## src/rtl/multi_counter_arb.sv

```systemverilog
// Round-robin arbiter that funnels N event sources into the single increment
// port of a multi_counter bank, buffering bursts in small saturating counters.
module multi_counter_arb #(
  parameter int N    = 4,
  parameter int AW   = 4,
  parameter int PW   = 3,
  parameter int BASE = 0
) (
  input  logic          clk,
  input  logic          rst,
  input  logic [N-1:0]  evt,
  input  logic          ovf_clear,
  output logic          inc,
  output logic [AW-1:0] inc_addr,
  output logic          busy,
  output logic [N-1:0]  overflow
);

  localparam int PTRW = (N > 1) ? $clog2(N) : 1;
  localparam logic [PW-1:0] PEND_MAX = {PW{1'b1}};

  logic [PW-1:0]   pend     [N];
  logic [PW-1:0]   pend_nxt [N];
  logic [PTRW-1:0] ptr;
  logic [PTRW-1:0] win;
  logic [N-1:0]    gnt;
  logic [N-1:0]    drop;
  logic            found;
  logic            busy_nxt;
  int              idx;

  // Round-robin search starting just after the last winner.
  always_comb begin
    // NOTE: every combinational output gets a default first so no path
    // through the loop can leave it unassigned and infer a latch.
    gnt   = '0;
    win   = '0;
    found = 1'b0;
    idx   = 0;
    for (int k = 1; k <= N; k++) begin
      idx = (int'(ptr) + k) % N;
      if (!found && pend[PTRW'(idx)] != '0) begin
        found              = 1'b1;
        gnt[PTRW'(idx)]    = 1'b1;
        win                = PTRW'(idx);
      end
    end
  end

  // Per-source pending update; an arrival at saturation without a grant is lost.
  always_comb begin
    busy_nxt = 1'b0;
    drop     = '0;
    for (int i = 0; i < N; i++) begin
      pend_nxt[i] = pend[i];
      if (evt[i] && !gnt[i]) begin
        if (pend[i] == PEND_MAX) drop[i] = 1'b1;
        else                     pend_nxt[i] = pend[i] + 1'b1;
      end else if (!evt[i] && gnt[i]) begin
        pend_nxt[i] = pend[i] - 1'b1;
      end
      busy_nxt = busy_nxt | (pend_nxt[i] != '0);
    end
  end

  // NOTE: all state here uses non-blocking assignments so every register
  // samples pre-edge values regardless of statement order.
  always_ff @(posedge clk) begin
    if (rst) begin
      for (int i = 0; i < N; i++) pend[i] <= '0;
      ptr      <= PTRW'(N - 1);
      inc      <= 1'b0;
      inc_addr <= '0;
      busy     <= 1'b0;
      overflow <= '0;
    end else begin
      for (int i = 0; i < N; i++) pend[i] <= pend_nxt[i];
      inc  <= found;
      busy <= busy_nxt;
      if (found) begin
        ptr      <= win;
        inc_addr <= AW'(BASE + int'(win));
      end
      // A drop in the same cycle as a clear keeps its bit set.
      overflow <= (overflow & ~{N{ovf_clear}}) | drop;
    end
  end

endmodule

```

## config.mk

```make
export PLATFORM = sky130hd
export DESIGN_NAME = multi_counter_arb
export DESIGN_NICKNAME = d
export VERILOG_FILES = /design/src/rtl/multi_counter_arb.sv
export SDC_FILE = /design/constraint.sdc
export NUM_CORES = 1
export LEC_CHECK = 0
export CORE_ASPECT_RATIO = 1.75
export CORE_MARGIN = 2
export CORE_UTILIZATION = 54
export CTS_CLUSTER_SIZE = 40
export DETAILED_ROUTE_END_ITERATION = 6
export PLACE_DENSITY = 0.71
export REMOVE_ABC_BUFFERS = 1
export SETUP_SLACK_MARGIN = 0.15
export SLEW_MARGIN = 20
export SYNTH_ARGS = -nofsm -noshare
export SYNTH_HDL_FRONTEND = slang
export SYNTH_SLANG_ARGS = --single-unit
```

## constraint.sdc

```tcl
create_clock -name clk -period 7.5 [get_ports clk]
set_clock_uncertainty 0.1 [all_clocks]
set_input_delay 0.75 -clock clk [delete_from_list [all_inputs] [get_ports clk]]
set_output_delay 0.75 -clock clk [all_outputs]
set_load 0.02 [all_outputs]
```

==> flow_summary.toml <==
[status]
run_status = "finished, final reports clean"

[yosys]
yosysSeqAreaShare = 0.246
main_combinational_cell_family_by_area_after_synthesis = "simple AND/OR/NAND/NOR gates"
synthTopCellsByCount = "24 x dfxtp_1, 23 x nand2_1, 18 x nor2_1"
synth_compound_area_frac = 0.233
muxShareOfSynthArea = 0.0653
synth_area_leaders = "dfxtp_1 25%, ha_1 10%, nand2_1 4.4%"
yosys.area_share.xor_xnor = 0.0269
synth-seq-cells = 24
synth_most_common_cell = "dfxtp_1"
synth-warning-count = 0
synth-adder-area-share = 0.102
synthesis.area_per_instance_um2 = 8.42
synth_area_mm2 = 0.00195
synth-edff-count = 0
async_flop_share = 0
yosysTopAreaCellShare = 0.246
yosys_most_used_dff = "dfxtp_1"
syn-instance-count = 232
synth_cell_types = 60
yosys.area.top_type = "dfxtp_1"
synth-simple-area-share = 0.256

[timing]
max_slew.worst_pin.slew_ns = 0.829
min_period_over_period = 0.453
timing.final.crit_period_ns = 3.40
grt_setup_unrepaired = "false"
fmax_mhz = 294
finalSetupViolations = 0
fin_hold_ws_ns = 0.362
fin_setup_tns_ns = 0
worst_max_slew_margin_expressed_relative_to_the_limit = 0.446
finalHoldViolCount = 0
number_of_slew_limit_violations_in_the_final_report = 0

[place]
dpl.hpwl_um = 3430
placement.cell_area_mm2 = 0.00208
dp.cells = 280
routabilityCongestion = 0.971
numPortBuffers = 14

[cts]
postCtsSetupRepairBufs = 0
clock_path_buffers = 2
worstSkewPairLatency_ns = 0.27
cts_sinks = 24
number_of_buffers_created_by_cts = 3
cts_tree = "yes"
cts.reportedPaths.clkPinSlew_ns = 0.09
htreeDepth = 1
cts_root_buf = "clkbuf_8"
cts_repair_resizes = 0
cts_hold_repair.buffers = 0

[power]
ir_worst_vdd_uv = 299
internal-power_mw = 0.544
seq_power_share = 0.218
p_leak_nw = 0.867
comb_power_share = 0.700
p_sw_mw = 0.549
pwr-share-clk = 0.082
p_sw_frac = 0.502
pwr_density_cell_mw_per_mm2 = 513

[routing]
drt_first_iter_violations = 35
detail-route-antenna-nets = 0
drc = 0
drt-pass1-iter-count = 4
vias_per_cell = 5.97
via_count = 1696
drt-wirelength-per-cell_um = 15.3
finalWirelength_um = 4340

[layout]
antenna-diode-count = 0
fraction_of_final_layout_cells_with_drive_strength_greater_than_1 = 0.0795
finish.cell_count_without_fillers = 284
area_delta_synth_final_pct = 9.10
final_nets = 263
fin_util = 0.621
final_area_mm2 = 0.00213

[floorplanning]
die-width_um = 49.5
start_util = 0.569
die_height_um = 83.6
row_count = 28
die_area_mm2 = 0.00413
coreArea_mm2 = 0.00343
design.portCount = 17

[worst_setup_path]
timing.critical_path.max_delay_family = "compound AO/OA/AOI/OAI gates"
cp-start-kind = "flop"
crit_path_top_delay_cell = "dfxtp_1"
critPathMaxFanout = 16
critPathMaxStageDelay_ns = 0.70
critPathBufInv = 1
crit_required_ns = 7.58
regToRegSetupSlack_ns = 4.10
worstSetupEndpointType = "flop"
timing.setup.critical_path_class = "flop to flop"
critical_path_arrival_ns = 3.48
crit_path_cell_trace = "inv_1 -> ha_1 -> mux4_2 -> o211ai_1 -> o211a_4 -> mux2i_1 -> nor3_1 -> a311oi_1 -> nor4b_2 -> a41oi_1"

[global_routing]
antenna_found_initial = 0
grt_overflow_total = 0
via_count_of_the_first_global_routing_pass = 1706
global_route.usage.total = 0.229
grt_max_degree = 23
grt_pass1_wl_um = 7510

[min_path]
worstHoldPathType = "flop to flop"

[run]
drv_cap = 0
==> power groups by stage <==
stage                     clock [mW]  combinational, mW  sequential [mW]
final                         0.0892              0.766            0.239
after global routing          0.0949              0.853            0.251
after CTS                     0.0917              0.766            0.239
after detailed placement           0              0.762            0.241
after global placement             0              0.756            0.241
after floorplan                    0              0.602            0.231
==> cell usage in the layout (no fill, tap or decap), drive strengths merged, types with 2 or more instances in the layout <==
| cell type | count |
|---|---|
| nand2 | 23 |
| clkbuf | 4 |
| o211a | 2 |
| and3 | 2 |
| a21oi | 17 |
| o32ai | 2 |
| mux2 | 2 |
| mux4 | 2 |
| inv | 15 |
| nor3 | 13 |
| or4b | 3 |
| a31oi | 3 |
| clkdlybuf4s50 | 14 |
| nand2b | 5 |
| or3 | 4 |
| a21boi | 2 |
| o21a | 2 |
| nor4 | 2 |
| ha | 16 |
| o21ai | 7 |
| mux2i | 6 |
| conb | 2 |
| a41o | 2 |
| nor4b | 2 |
| a311oi | 4 |
| dfxtp | 24 |
| or2 | 2 |
| xnor2 | 6 |
| nor2 | 18 |
| o211ai | 2 |
| o22ai | 2 |
| nand3 | 7 |
| nand4 | 3 |
| nor2b | 3 |
| a41oi | 2 |
==> area by class of cell <==
cell class	count	area (um^2)
repair buffers	14	140
multi-input cells	182	1340
well taps	45	56.3
clock buffers	4	55.1
fillers	347	1300
flip-flops and latches	24	480
inverters	15	56.3
==> through the flow <==
step	setup slack, ns	total power [mW]
6_report	4.10	1.09
3_5_place_dp	4.15	1.00
3_3_place_gp	4.22	0.997
2_1_floorplan	4.59	0.833
5_1_grt	3.79	1.20
4_1_cts	4.11	1.10
==> worst paths after layout <==
check,from,depth (start not counted),endpoint
worst max-delay path,ptr[0]$_SDFFE_PP1N_,10,busy$_SDFF_PP0_
worst max register to register,ptr[0]$_SDFFE_PP1N_,10,busy$_SDFF_PP0_
worst min register to register,overflow[2]$_SDFF_PP0_,2,overflow[2]$_SDFF_PP0_
worst min-delay path,overflow[2]$_SDFF_PP0_,2,overflow[2]$_SDFF_PP0_
==> state kept, by name, summed over array words and instances, names as in the netlist, named ones only <==
register and flops:
busy 1, inc 1, inc_addr 2, overflow 4
pend 12, ptr 2
==> layer usage <==
metal  vias up  track usage  share of wire
met1       792        0.247           0.39
met5         -            0              0
met2        43        0.414           0.54
li1        849            -              -
met3        12       0.0287          0.028
met4         0        0.131          0.043
==> tightest hold or removal path: stages (launching register included) <==
cell     delay (ns)
dfxtp_1        0.32
nand2_1        0.05
a21oi_1        0.05
==> kinds of logic (layout without fill, tap and decap cells) <==
| family | Yosys count | count (layout) |
|---|---|---|
| flip-flops | 24 | 24 |
| AND/OR/NAND/NOR | 92 | 92 |
| adder cells (fa/ha/maj) | 16 | 16 |
| AO/OA/AOI/OAI | 56 | 56 |
| other | 1 | 2 |
| XOR/XNOR | 6 | 6 |
| multiplexers | 10 | 10 |
| buffers and inverters | 27 | 33 |
(Power assumes the default switching activity.)
